--- config.mk ---
export PLATFORM = sky130hd
export DESIGN_NAME = time_keeper_flat
export DESIGN_NICKNAME = d
export VERILOG_FILES = /design/src/rtl/time_keeper_if.sv /design/src/rtl/time_keeper.sv /design/src/flat_wrapper.sv
export SDC_FILE = /design/constraint.sdc
export NUM_CORES = 1
export LEC_CHECK = 0
export ABC_AREA = 1
export CORE_ASPECT_RATIO = 0.9
export CORE_MARGIN = 2
export CORE_UTILIZATION = 55
export CTS_CLUSTER_SIZE = 12
export DETAILED_ROUTE_END_ITERATION = 10
export DONT_BUFFER_PORTS = 1
export GPL_TIMING_DRIVEN = 0
export HOLD_SLACK_MARGIN = 0.05
export PLACE_DENSITY_LB_ADDON = 0.2
export SYNTH_ARGS = -nofsm -noshare
export SYNTH_HDL_FRONTEND = slang
export SYNTH_SLANG_ARGS = --single-unit
--- constraint.sdc ---
create_clock -name clk -period 2.4 [get_ports clk]
set_clock_uncertainty 0.2 [all_clocks]
set_input_delay 0.24 -clock clk [delete_from_list [all_inputs] [get_ports clk]]
set_output_delay 0.24 -clock clk [all_outputs]
set_load 0.05 [all_outputs]
--- src/rtl/time_keeper_if.sv ---
`default_nettype none
// ============================================================================
// Module      : time_keeper_if
// Description : Signal bundle between the time-entry/display side (master)
//               and the time_keeper counter (slave).
//               master drives : run, load, set_* BCD digits
//               slave drives  : current-time BCD digits, sec_tick,
//                               day_wrap, load_err
// Revision    : 1.0 - initial release
// ============================================================================
interface time_keeper_if;
  logic       run;
  logic       load;
  logic [3:0] set_hrstens;
  logic [3:0] set_hrsones;
  logic [3:0] set_mintens;
  logic [3:0] set_minones;
  logic [3:0] set_sectens;
  logic [3:0] set_secones;
  logic [3:0] hrstens;
  logic [3:0] hrsones;
  logic [3:0] mintens;
  logic [3:0] minones;
  logic [3:0] sectens;
  logic [3:0] secones;
  logic       sec_tick;
  logic       day_wrap;
  logic       load_err;

  modport master (
    output run, load,
    output set_hrstens, set_hrsones, set_mintens,
    output set_minones, set_sectens, set_secones,
    input  hrstens, hrsones, mintens, minones, sectens, secones,
    input  sec_tick, day_wrap, load_err
  );

  modport slave (
    input  run, load,
    input  set_hrstens, set_hrsones, set_mintens,
    input  set_minones, set_sectens, set_secones,
    output hrstens, hrsones, mintens, minones, sectens, secones,
    output sec_tick, day_wrap, load_err
  );
endinterface
`default_nettype wire

--- src/rtl/time_keeper.sv ---
`default_nettype none
// ============================================================================
// Module      : time_keeper
// Description : Time-of-day counter (HH:MM:SS, six BCD digits). Captures the
//               entry-stage digits on a validated load strobe and advances
//               once per second while run is high. The 1 Hz tick comes from
//               an internal prescaler of TICK_DIV system-clock cycles.
// Ports       : clk    - system clock, rising edge
//               rst_n  - asynchronous active-low reset
//               tk     - time_keeper_if.slave: run/load/set_* in,
//                        time digits and sec_tick/day_wrap/load_err out
// Revision    : 1.0 - initial release
// ============================================================================
module time_keeper #(
  parameter int TICK_DIV = 100000000
) (
  input  wire logic    clk,
  input  wire logic    rst_n,
  time_keeper_if.slave tk
);

  localparam int                 c_DIV_W   = $clog2(TICK_DIV);
  localparam logic [c_DIV_W-1:0] c_DIV_MAX = c_DIV_W'(TICK_DIV - 1);

  logic [c_DIV_W-1:0] r_div;
  logic [3:0]         r_hrstens, r_hrsones, r_mintens, r_minones, r_sectens, r_secones;
  logic               r_sec_tick, r_day_wrap, r_load_err;

  logic               w_valid, w_load_ok, w_load_bad, w_tick, w_at_max;
  logic [c_DIV_W-1:0] w_div_nxt;
  logic [3:0]         w_hrstens, w_hrsones, w_mintens, w_minones, w_sectens, w_secones;
  logic               w_c0, w_c1, w_c2, w_c3;

  // Hours <= 23 is checked digit-wise so no multiply is needed.
  assign w_valid = (tk.set_hrstens <= 4'd2) && (tk.set_hrsones <= 4'd9) &&
                   ((tk.set_hrstens < 4'd2) || (tk.set_hrsones <= 4'd3)) &&
                   (tk.set_mintens <= 4'd5) && (tk.set_minones <= 4'd9) &&
                   (tk.set_sectens <= 4'd5) && (tk.set_secones <= 4'd9);

  assign w_load_ok  = tk.load &  w_valid;
  assign w_load_bad = tk.load & ~w_valid;

  // A rejected load is transparent to counting; only an accepted one
  // suppresses the tick and restarts the prescaler.
  assign w_tick   = tk.run && (r_div == c_DIV_MAX) && !w_load_ok;

  assign w_at_max = (r_hrstens == 4'd2) && (r_hrsones == 4'd3) &&
                    (r_mintens == 4'd5) && (r_minones == 4'd9) &&
                    (r_sectens == 4'd5) && (r_secones == 4'd9);

  always_comb begin
    w_div_nxt = r_div;
    if (!tk.run || w_load_ok || (r_div == c_DIV_MAX)) begin
      w_div_nxt = '0;
    end else begin
      w_div_nxt = r_div + c_DIV_W'(1);
    end
  end

  // One-second BCD ripple increment of the current time.
  always_comb begin
    w_c0      = (r_secones == 4'd9);
    w_c1      = w_c0 && (r_sectens == 4'd5);
    w_c2      = w_c1 && (r_minones == 4'd9);
    w_c3      = w_c2 && (r_mintens == 4'd5);

    w_secones = w_c0 ? 4'd0 : r_secones + 4'd1;
    w_sectens = r_sectens;
    w_minones = r_minones;
    w_mintens = r_mintens;
    w_hrsones = r_hrsones;
    w_hrstens = r_hrstens;

    if (w_c0) w_sectens = (r_sectens == 4'd5) ? 4'd0 : r_sectens + 4'd1;
    if (w_c1) w_minones = (r_minones == 4'd9) ? 4'd0 : r_minones + 4'd1;
    if (w_c2) w_mintens = (r_mintens == 4'd5) ? 4'd0 : r_mintens + 4'd1;
    if (w_c3) begin
      if ((r_hrstens == 4'd2) && (r_hrsones == 4'd3)) begin
        w_hrstens = 4'd0;
        w_hrsones = 4'd0;
      end else if (r_hrsones == 4'd9) begin
        w_hrsones = 4'd0;
        w_hrstens = r_hrstens + 4'd1;
      end else begin
        w_hrsones = r_hrsones + 4'd1;
      end
    end
  end

  always_ff @(posedge clk or negedge rst_n) begin
    if (!rst_n) begin
      r_div      <= '0;
      r_hrstens  <= 4'd0;
      r_hrsones  <= 4'd0;
      r_mintens  <= 4'd0;
      r_minones  <= 4'd0;
      r_sectens  <= 4'd0;
      r_secones  <= 4'd0;
      r_sec_tick <= 1'b0;
      r_day_wrap <= 1'b0;
      r_load_err <= 1'b0;
    end else begin
      r_div      <= w_div_nxt;
      r_sec_tick <= w_tick;
      r_day_wrap <= w_tick && w_at_max;
      r_load_err <= w_load_bad;
      if (w_load_ok) begin
        r_hrstens <= tk.set_hrstens;
        r_hrsones <= tk.set_hrsones;
        r_mintens <= tk.set_mintens;
        r_minones <= tk.set_minones;
        r_sectens <= tk.set_sectens;
        r_secones <= tk.set_secones;
      end else if (w_tick) begin
        r_hrstens <= w_hrstens;
        r_hrsones <= w_hrsones;
        r_mintens <= w_mintens;
        r_minones <= w_minones;
        r_sectens <= w_sectens;
        r_secones <= w_secones;
      end
    end
  end

  assign tk.hrstens  = r_hrstens;
  assign tk.hrsones  = r_hrsones;
  assign tk.mintens  = r_mintens;
  assign tk.minones  = r_minones;
  assign tk.sectens  = r_sectens;
  assign tk.secones  = r_secones;
  assign tk.sec_tick = r_sec_tick;
  assign tk.day_wrap = r_day_wrap;
  assign tk.load_err = r_load_err;

endmodule
`default_nettype wire

--- src/flat_wrapper.sv ---
// flat-port wrapper written by rule: the top's interface ports become plain ports
module time_keeper_flat 
#(
  parameter int TICK_DIV = 100000000
)
  (clk, rst_n, tk_run, tk_load, tk_set_hrstens, tk_set_hrsones, tk_set_mintens, tk_set_minones, tk_set_sectens, tk_set_secones, tk_hrstens, tk_hrsones, tk_mintens, tk_minones, tk_sectens, tk_secones, tk_sec_tick, tk_day_wrap, tk_load_err);
  time_keeper_if tk_i ();
  input  wire logic clk;
  input  wire logic rst_n;
  input wire logic [$bits(tk_i.run)-1:0] tk_run;
  input wire logic [$bits(tk_i.load)-1:0] tk_load;
  input wire logic [$bits(tk_i.set_hrstens)-1:0] tk_set_hrstens;
  input wire logic [$bits(tk_i.set_hrsones)-1:0] tk_set_hrsones;
  input wire logic [$bits(tk_i.set_mintens)-1:0] tk_set_mintens;
  input wire logic [$bits(tk_i.set_minones)-1:0] tk_set_minones;
  input wire logic [$bits(tk_i.set_sectens)-1:0] tk_set_sectens;
  input wire logic [$bits(tk_i.set_secones)-1:0] tk_set_secones;
  output wire logic [$bits(tk_i.hrstens)-1:0] tk_hrstens;
  output wire logic [$bits(tk_i.hrsones)-1:0] tk_hrsones;
  output wire logic [$bits(tk_i.mintens)-1:0] tk_mintens;
  output wire logic [$bits(tk_i.minones)-1:0] tk_minones;
  output wire logic [$bits(tk_i.sectens)-1:0] tk_sectens;
  output wire logic [$bits(tk_i.secones)-1:0] tk_secones;
  output wire logic [$bits(tk_i.sec_tick)-1:0] tk_sec_tick;
  output wire logic [$bits(tk_i.day_wrap)-1:0] tk_day_wrap;
  output wire logic [$bits(tk_i.load_err)-1:0] tk_load_err;
  assign tk_i.run = tk_run;
  assign tk_i.load = tk_load;
  assign tk_i.set_hrstens = tk_set_hrstens;
  assign tk_i.set_hrsones = tk_set_hrsones;
  assign tk_i.set_mintens = tk_set_mintens;
  assign tk_i.set_minones = tk_set_minones;
  assign tk_i.set_sectens = tk_set_sectens;
  assign tk_i.set_secones = tk_set_secones;
  assign tk_hrstens = tk_i.hrstens;
  assign tk_hrsones = tk_i.hrsones;
  assign tk_mintens = tk_i.mintens;
  assign tk_minones = tk_i.minones;
  assign tk_sectens = tk_i.sectens;
  assign tk_secones = tk_i.secones;
  assign tk_sec_tick = tk_i.sec_tick;
  assign tk_day_wrap = tk_i.day_wrap;
  assign tk_load_err = tk_i.load_err;
  time_keeper #(.TICK_DIV(TICK_DIV)) u_core (.clk(clk), .rst_n(rst_n), .tk(tk_i));
endmodule
==> results.txt, run 1 <==
Status = completed
DP Area = 3570 µm²
Nets = 564
Initial core utilization = 56.6%
Synth Cell Area = 3460 µm²
Crit path DAT = 2150 ps
DR pass1 iterations = 4
Min-Delay Path Class = in2reg
RSZ-0062 raised after global routing = no
Post-Route M1 WL = 3.73 mm
Core area = 6110 µm²
Min cycle time layout = 2140 ps
Crit-path leading delay family = simple AND/OR/NAND/NOR gates
CP max stage delay = 620 ps
Via-per-instance ratio = 5.14
Share of cells above drive strength 1 = 10.7%
Ys flop type = dfrtp_1
Cells taking the most area after synthesis = dfrtp_1 39%, nand2_1 20%, nor2_1 7.9%, xor2_1 6.1%, inv_1 5.8%
Power Density = 428 nW/µm²
Root Buffer = clkbuf_8
FF/Latch Area = 1360 µm²
Die Span X = 87.6 µm
Gate Count Post-Synth = 502
Worst setup EP type = flip-flop
Die Area = 6940 µm²
DR top layer = met4
Critical path's slowest cell = dfrtp_1
Initial drt markers = 224
# fillers = 556
Num Clock Sinks = 54
Non-Filler Instances = 621
Largest net degree at the start of global routing = 55
Clock-pin slew on the worst setup and hold paths = 100 ps
Longest Clk Path Bufs = 2
YS warnings = 0
R2R depth = 9
Port buffer count = 0
Met3 WL = 553 µm
Final Hold Viols = 0
Final Setup Violations = 0
Final HPWL DP = 5.83 mm
Worst Min Path Start = tk_load
Max Slew Vio Count = 0
Area delta synth->final = 13.7%
Multi-input logic area = 1840 µm²
H-tree Lvls = 2
CTS tree = done
CP Max Fanout = 6
Final cycle utilization of the critical path = 89.3%
CP most frequent cell = nand2_1
Leakage = 1.85 nW
Setup ws final = 256 ps
Drt total wl = 8.10 mm
Register area share after synthesis = 39.1%
Asr flop ratio synth = 100%
Io pins = 55
Final setup TNS = 0 ps
Initial antenna violation count = 0
Diode count = 0
Area leader, netlist = dfrtp_1
Syn Area/Cell = 6.89 µm²
Vias in the first global route = 3076
GPL Wtd Cong = 0.869
Worst Setup SP = u_core.tk.hrstens[0]
Syn_nets = 533
Clk_lat worst skew = 310 ps
Via count = 3192
Metal2 WL = 3.68 mm
WHS Path Cells = 5
Worst vdd ir = 0.000245 V
Req. time, crit path = 2410 ps
WP buf/inv = 1
Relative max-transition margin = 59.7%
EDFF count, synth = 0
Global-route wire length before repair = 13.9 mm
CP Class = reg2reg
Total grt overflow = 0
Num CTS Buffers = 5
Die Y = 79.2 µm
Max_cap viols = 0
Critical path launch point type = flip-flop
RR Startpoint = u_core.tk.hrstens[0]
Worst path cell trace = inv_1, ha_1, nand2_1, nor2_1, nor2_1, o21ai_2, nand2_2, nand2_1, nand2_1
Distinct cells, synth = 28
#FFs+latches synth = 54
Setup bufs post-CTS = 0
Critical path depth = 9
Fmax = 466 MHz
DRC viols = 0
Design area = 3930 µm²
Overall routing resource usage = 25.4%
Setup WS pre-CTS = 136 ps
Inst Count DP = 589
Worst-margin pin slew = 605 ps
# rows = 27
Top cell type's share of synthesized area = 39.1%
WL per Instance = 13.0 µm
DRT antenna net count = 0
flip-flops by register name (all words and copies together), names as in the netlist:
| signal | cells |
|---|---|
| u_core.tk.sec_tick | 1 |
| u_core.tk.day_wrap | 1 |
| u_core.tk.secones | 4 |
| u_core.tk.hrstens | 4 |
| u_core.tk.sectens | 4 |
| u_core.tk.hrsones | 4 |
| u_core.tk.mintens | 4 |
| u_core.tk.load_err | 1 |
| u_core.r_div | 27 |
| u_core.tk.minones | 4 |
area by class of cell:
class / instances / area share [%]
well taps: 87 / 2.77
clock buffers: 6 / 2.10
inverters: 55 / 5.25
clock inverters: 2 / 0.318
flip-flops and latches: 54 / 34.7
plain buffers: 8 / 1.43
repair buffers: 24 / 6.56
multi-input cells: 385 / 46.9
synth_stat cells (4+ instances only):
library cell and number:
a21oi_1 6, nand3_1 26, o21ai_0 11, nor2_4 4
xor2_1 24, nor2_2 6, nand4_1 9, o21ai_2 5
nor2_1 73, xnor2_1 4, inv_1 53, dfrtp_1 54
nand2_1 184, nor3_1 12, nand2_2 10
worst paths after layout:
check	end	slack (ps)
setup / recovery	u_core.tk.hrstens[0]	260
hold / removal	u_core.tk.hrsones[2]	160
setup reg to reg	u_core.tk.hrstens[0]	260
hold reg to reg	u_core.r_div[0]	290
max in group asynchronous	u_core.tk.hrstens[1]	1520
min in group asynchronous	u_core.r_div[19]	240
per-layer routing:
layer | GRT usage (%) | vias to the layer above
met4 | 7.54 | 0
met3 | 4.78 | 12
li1 | - | 1613
met2 | 39.8 | 109
met5 | 0 | -
met1 | 35.8 | 1458
cell usage in the layout, fill, tap and decap left out:
master           n
buf_6            2
o21ai_0         11
and3_1           1
buf_16           1
o21ai_1          1
inv_2            2
nand3_4          1
xnor2_1          4
dfrtp_2          9
nand3_2          2
nand2_1        184
nand3_1         26
nor3_2           1
nand2_4          1
clkinv_2         1
nand2_2         10
inv_1           53
nor2_4           4
nand2b_1         1
clkbuf_8         6
nor2_1          73
ha_1             3
nor2_2           6
nand4_1          9
dlygate4sd3_1   23
clkbuf_1         1
a21oi_1          6
xor2_1          24
o21ai_2          5
clkinvlp_4       1
buf_4            2
buf_2            3
nor3_1          12
dfrtp_1         45
through the flow:
step                      total power [W]  utilization (%)  hold WS, ps
after global placement            0.00111             58.3         -254
final                             0.00168             64.3          158
after CTS                         0.00171             64.1          139
after floorplan                   0.00109                -         -256
after global routing              0.00177             64.3          192
after detailed placement          0.00111             58.3         -254
worst reg2reg max path: cells and delay by family, from the launching register on:
family | cells | cell delay, ps
simple gates | 6 | 690
flops | 1 | 620
compound gates | 1 | 260
fa+ha+maj | 1 | 150
buf+inv | 1 | 140
kinds of logic after synthesis:
group	Yosys count	share of synthesized area, %
AO/OA/AOI/OAI	23	3.87
XOR/XNOR	28	7.09
adder cells (fa/ha/maj)	3	1.09
buffers and inverters	63	7.60
flip-flops	54	39.1
AND/OR/NAND/NOR	331	41.3
power by group:
group,internal [W],switching [W],leakage [nW],total (W)
registers,0.000928,0.0000762,0.733,0.00100
logic,0.0000634,0.0000825,1.07,0.000146
clock network,0.000232,0.000299,0.0472,0.000532
total,0.00122,0.000458,1.85,0.00168
timing repair:
item | in CTS | in global routing
gates resized for setup | 0 | 9
setup endpoints to repair | 0 | 4
hold buffers | 24 | 0
hold endpoints to repair | 85 | 0
Note: power is estimated with default switching activity, not from simulation.
==> run 2: changes to the inputs <==
--- a/config.mk
+++ b/config.mk
@@ -12,7 +12,7 @@
 export CTS_CLUSTER_SIZE = 12
 export DETAILED_ROUTE_END_ITERATION = 10
 export DONT_BUFFER_PORTS = 1
-export GPL_TIMING_DRIVEN = 0
+export GPL_TIMING_DRIVEN = 1
 export HOLD_SLACK_MARGIN = 0.05
 export PLACE_DENSITY_LB_ADDON = 0.2
 export SYNTH_ARGS = -nofsm -noshare
==> results.txt, run 2 (synthesized netlist as in run 1, its figures left out) <==
Switching part of the total = 26.7% (-0.51 points)
DP Area = 3730 µm² (+4.6%)
Min-Delay Path Class = in2reg
Core area = 6110 µm² (unchanged)
Max Slew Vio Count = 0 (unchanged)
Clk network pwr share = 30.8% (-0.8 points)
Share of cells above drive strength 1 = 12.3% (+1.6 points)
DRT antenna net count = 0 (unchanged)
WP buf/inv = 3 (+2)
Num CTS Buffers = 5 (unchanged)
CP Class = in2reg
Overall routing resource usage = 24.7% (-0.75 points)
Crit path DAT = 2150 ps (about the same)
GPL Wtd Cong = 0.905 (+4.2%)
Final Hold Viols = 0 (unchanged)
CP max stage delay = 530 ps (-90 ps)
Num Clock Sinks = 54 (unchanged)
Total grt overflow = 0 (unchanged)
Final HPWL DP = 6.01 mm (+3.0%)
Register share of total power = 55.7% (-4.0 points)
Initial core utilization = 56.6% (unchanged)
Critical path launch point type = input pin
Die Span X = 87.6 µm (unchanged)
Commonest cells after routing, fill and taps aside = 184 x nand2_1, 73 x nor2_1, 54 x dfrtp_1
Clk_lat worst skew = 310 ps (about the same)
Final cycle utilization of the critical path = 89.6% (+0.29 points)
Worst-margin pin slew = 499 ps (-106 ps)
Initial antenna violation count = 0 (unchanged)
Fmax = 465 MHz (-0.33%)
Power Density = 415 nW/µm² (-2.9%)
Comb pwr share = 13.5% (+4.8 points)
Drt total wl = 8.30 mm (+2.4%)
Largest register FFs = 27 (unchanged)
Root Buffer = clkbuf_8
Via-per-instance ratio = 5.21 (+1.3%)
WL per Instance = 13.0 µm (-0.67%)
Largest net degree at the start of global routing = 55 (unchanged)
Vias in the first global route = 2946 (-4.2%)
Leading cell type in the layout, fill and taps excluded = nand2_1
DR pass1 iterations = 5 (+1)
WHS = 60.9 ps (-96.7 ps)
Longest Clk Path Bufs = 2 (unchanged)
Leakage = 1.98 nW (+6.8%)
Critical path's slowest cell = dlygate4sd3_1
Worst setup EP type = flip-flop
Die Area = 6940 µm² (unchanged)
Die Y = 79.2 µm (unchanged)
Final Util = 66.7% (+2.4 points)
CP Max Fanout = 24 (+18)
Final setup TNS = 0 ps (unchanged)
Initial drt markers = 202 (-9.8%)
Req. time, crit path = 2400 ps (about the same)
Diode count = 0 (unchanged)
H-tree Lvls = 2 (unchanged)
# rows = 27 (unchanged)
Switching pwr = 0.000453 W (-1.1%)
Area delta synth->final = 18.0%
CP most frequent cell = nand2_1
Worst path cell trace = dlygate4sd3_1, inv_1, nand2_1, nand2_1, nand2_2, nor2_4, nand2_2, buf_4, nand2_1, nand2_1, nand2_1, nand2_1
Nets = 583 (+3.4%)
CTS tree = done
Design area = 4080 µm² (+3.8%)
Final Setup Violations = 0 (unchanged)
Global-route wire length before repair = 13.5 mm (-2.7%)
Max_cap viols = 0 (unchanged)
Relative max-transition margin = 66.6% (+6.9 points)
Non-Filler Instances = 640 (+3.1%)
Via count = 3332 (+4.4%)
DRC viols = 0 (unchanged)
Port buffer count = 0 (unchanged)
P_int = 0.00124 W (+1.5%)
Status = completed
Worst vdd ir = 0.000281 V (+15%)
Crit-path leading delay family = simple AND/OR/NAND/NOR gates
Io pins = 55 (unchanged)
Min cycle time layout = 2150 ps (+7.07 ps)
Inst Count DP = 608 (+3.2%)
Clock-pin slew on the worst setup and hold paths = 90 ps (about the same)
RSZ-0062 raised after global routing = no
Biggest register = u_core.r_div
# fillers = 555 (-0.18%)
[run 2: final cells by class]
class / count / area (µm²) / area share [%]
multi-input cells: 385 / 1850 / 45.3
flip-flops and latches: 54 / 1350 / 33.1
repair buffers: 51 / 473 / 11.6
inverters: 55 / 206 / 5.06
well taps: 87 / 109 / 2.67
clock buffers: 7 / 86.3 / 2.12
clock inverters: 1 / 5.00 / 0.123
[run 2: power by group through the flow]
| stage | Clock (W) | Sequential [W] | Combinational, W |
|---|---|---|---|
| floorplan | 0 | 0.00101 | 0.0000745 |
| global placement | 0 | 0.000961 | 0.000169 |
| detailed placement | 0 | 0.000962 | 0.000172 |
| CTS | 0.000544 | 0.000944 | 0.000229 |
| global route | 0.000573 | 0.000947 | 0.000252 |
| finish | 0.000522 | 0.000944 | 0.000230 |
[run 2: worst register-to-register path: cells and delay by family, from the launching register on]
family	cells	cell delay [ps]
flops	1	400
fa+ha+maj	1	200
simple gates	9	1140
[run 2: repair_timing]
action                                 in CTS  in global routing
endpoints found under the hold margin      78                  0
gates resized for setup                     0                  0
setup endpoints to repair                   0                  0
hold buffers                               24                  0
buffers inserted                            0                  0
[run 2: metal layers]
layer	share of wire (%)	GRT usage, %
met1	49	38.2
met3	8.5	5.72
met2	41	35.0
met4	0.94	5.23
met5	0	0
[run 2: per-stage QoR]
step                      total power [W]  setup slack (ps)
after floorplan                   0.00109               396
after global placement            0.00113               395
after detailed placement          0.00113               340
after CTS                         0.00172               291
after global routing              0.00177               133
final                             0.00170               249
[run 2: path summary, 6_finish.rpt]
check / end / slack, ps / cells after the start / startpoint
min in group asynchronous: u_core.r_div[7] / 260 / 2 / rst_n
worst min-delay path: u_core.r_div[16] / 60 / 3 / tk_run
worst max-delay path: u_core.tk.mintens[1] / 250 / 12 / tk_set_hrsones[3]
max in group asynchronous: u_core.tk.mintens[0] / 1510 / 2 / rst_n
worst min register to register: u_core.r_div[0] / 310 / 1 / u_core.r_div[0]
worst max register to register: u_core.tk.hrstens[3] / 350 / 10 / u_core.r_div[0]
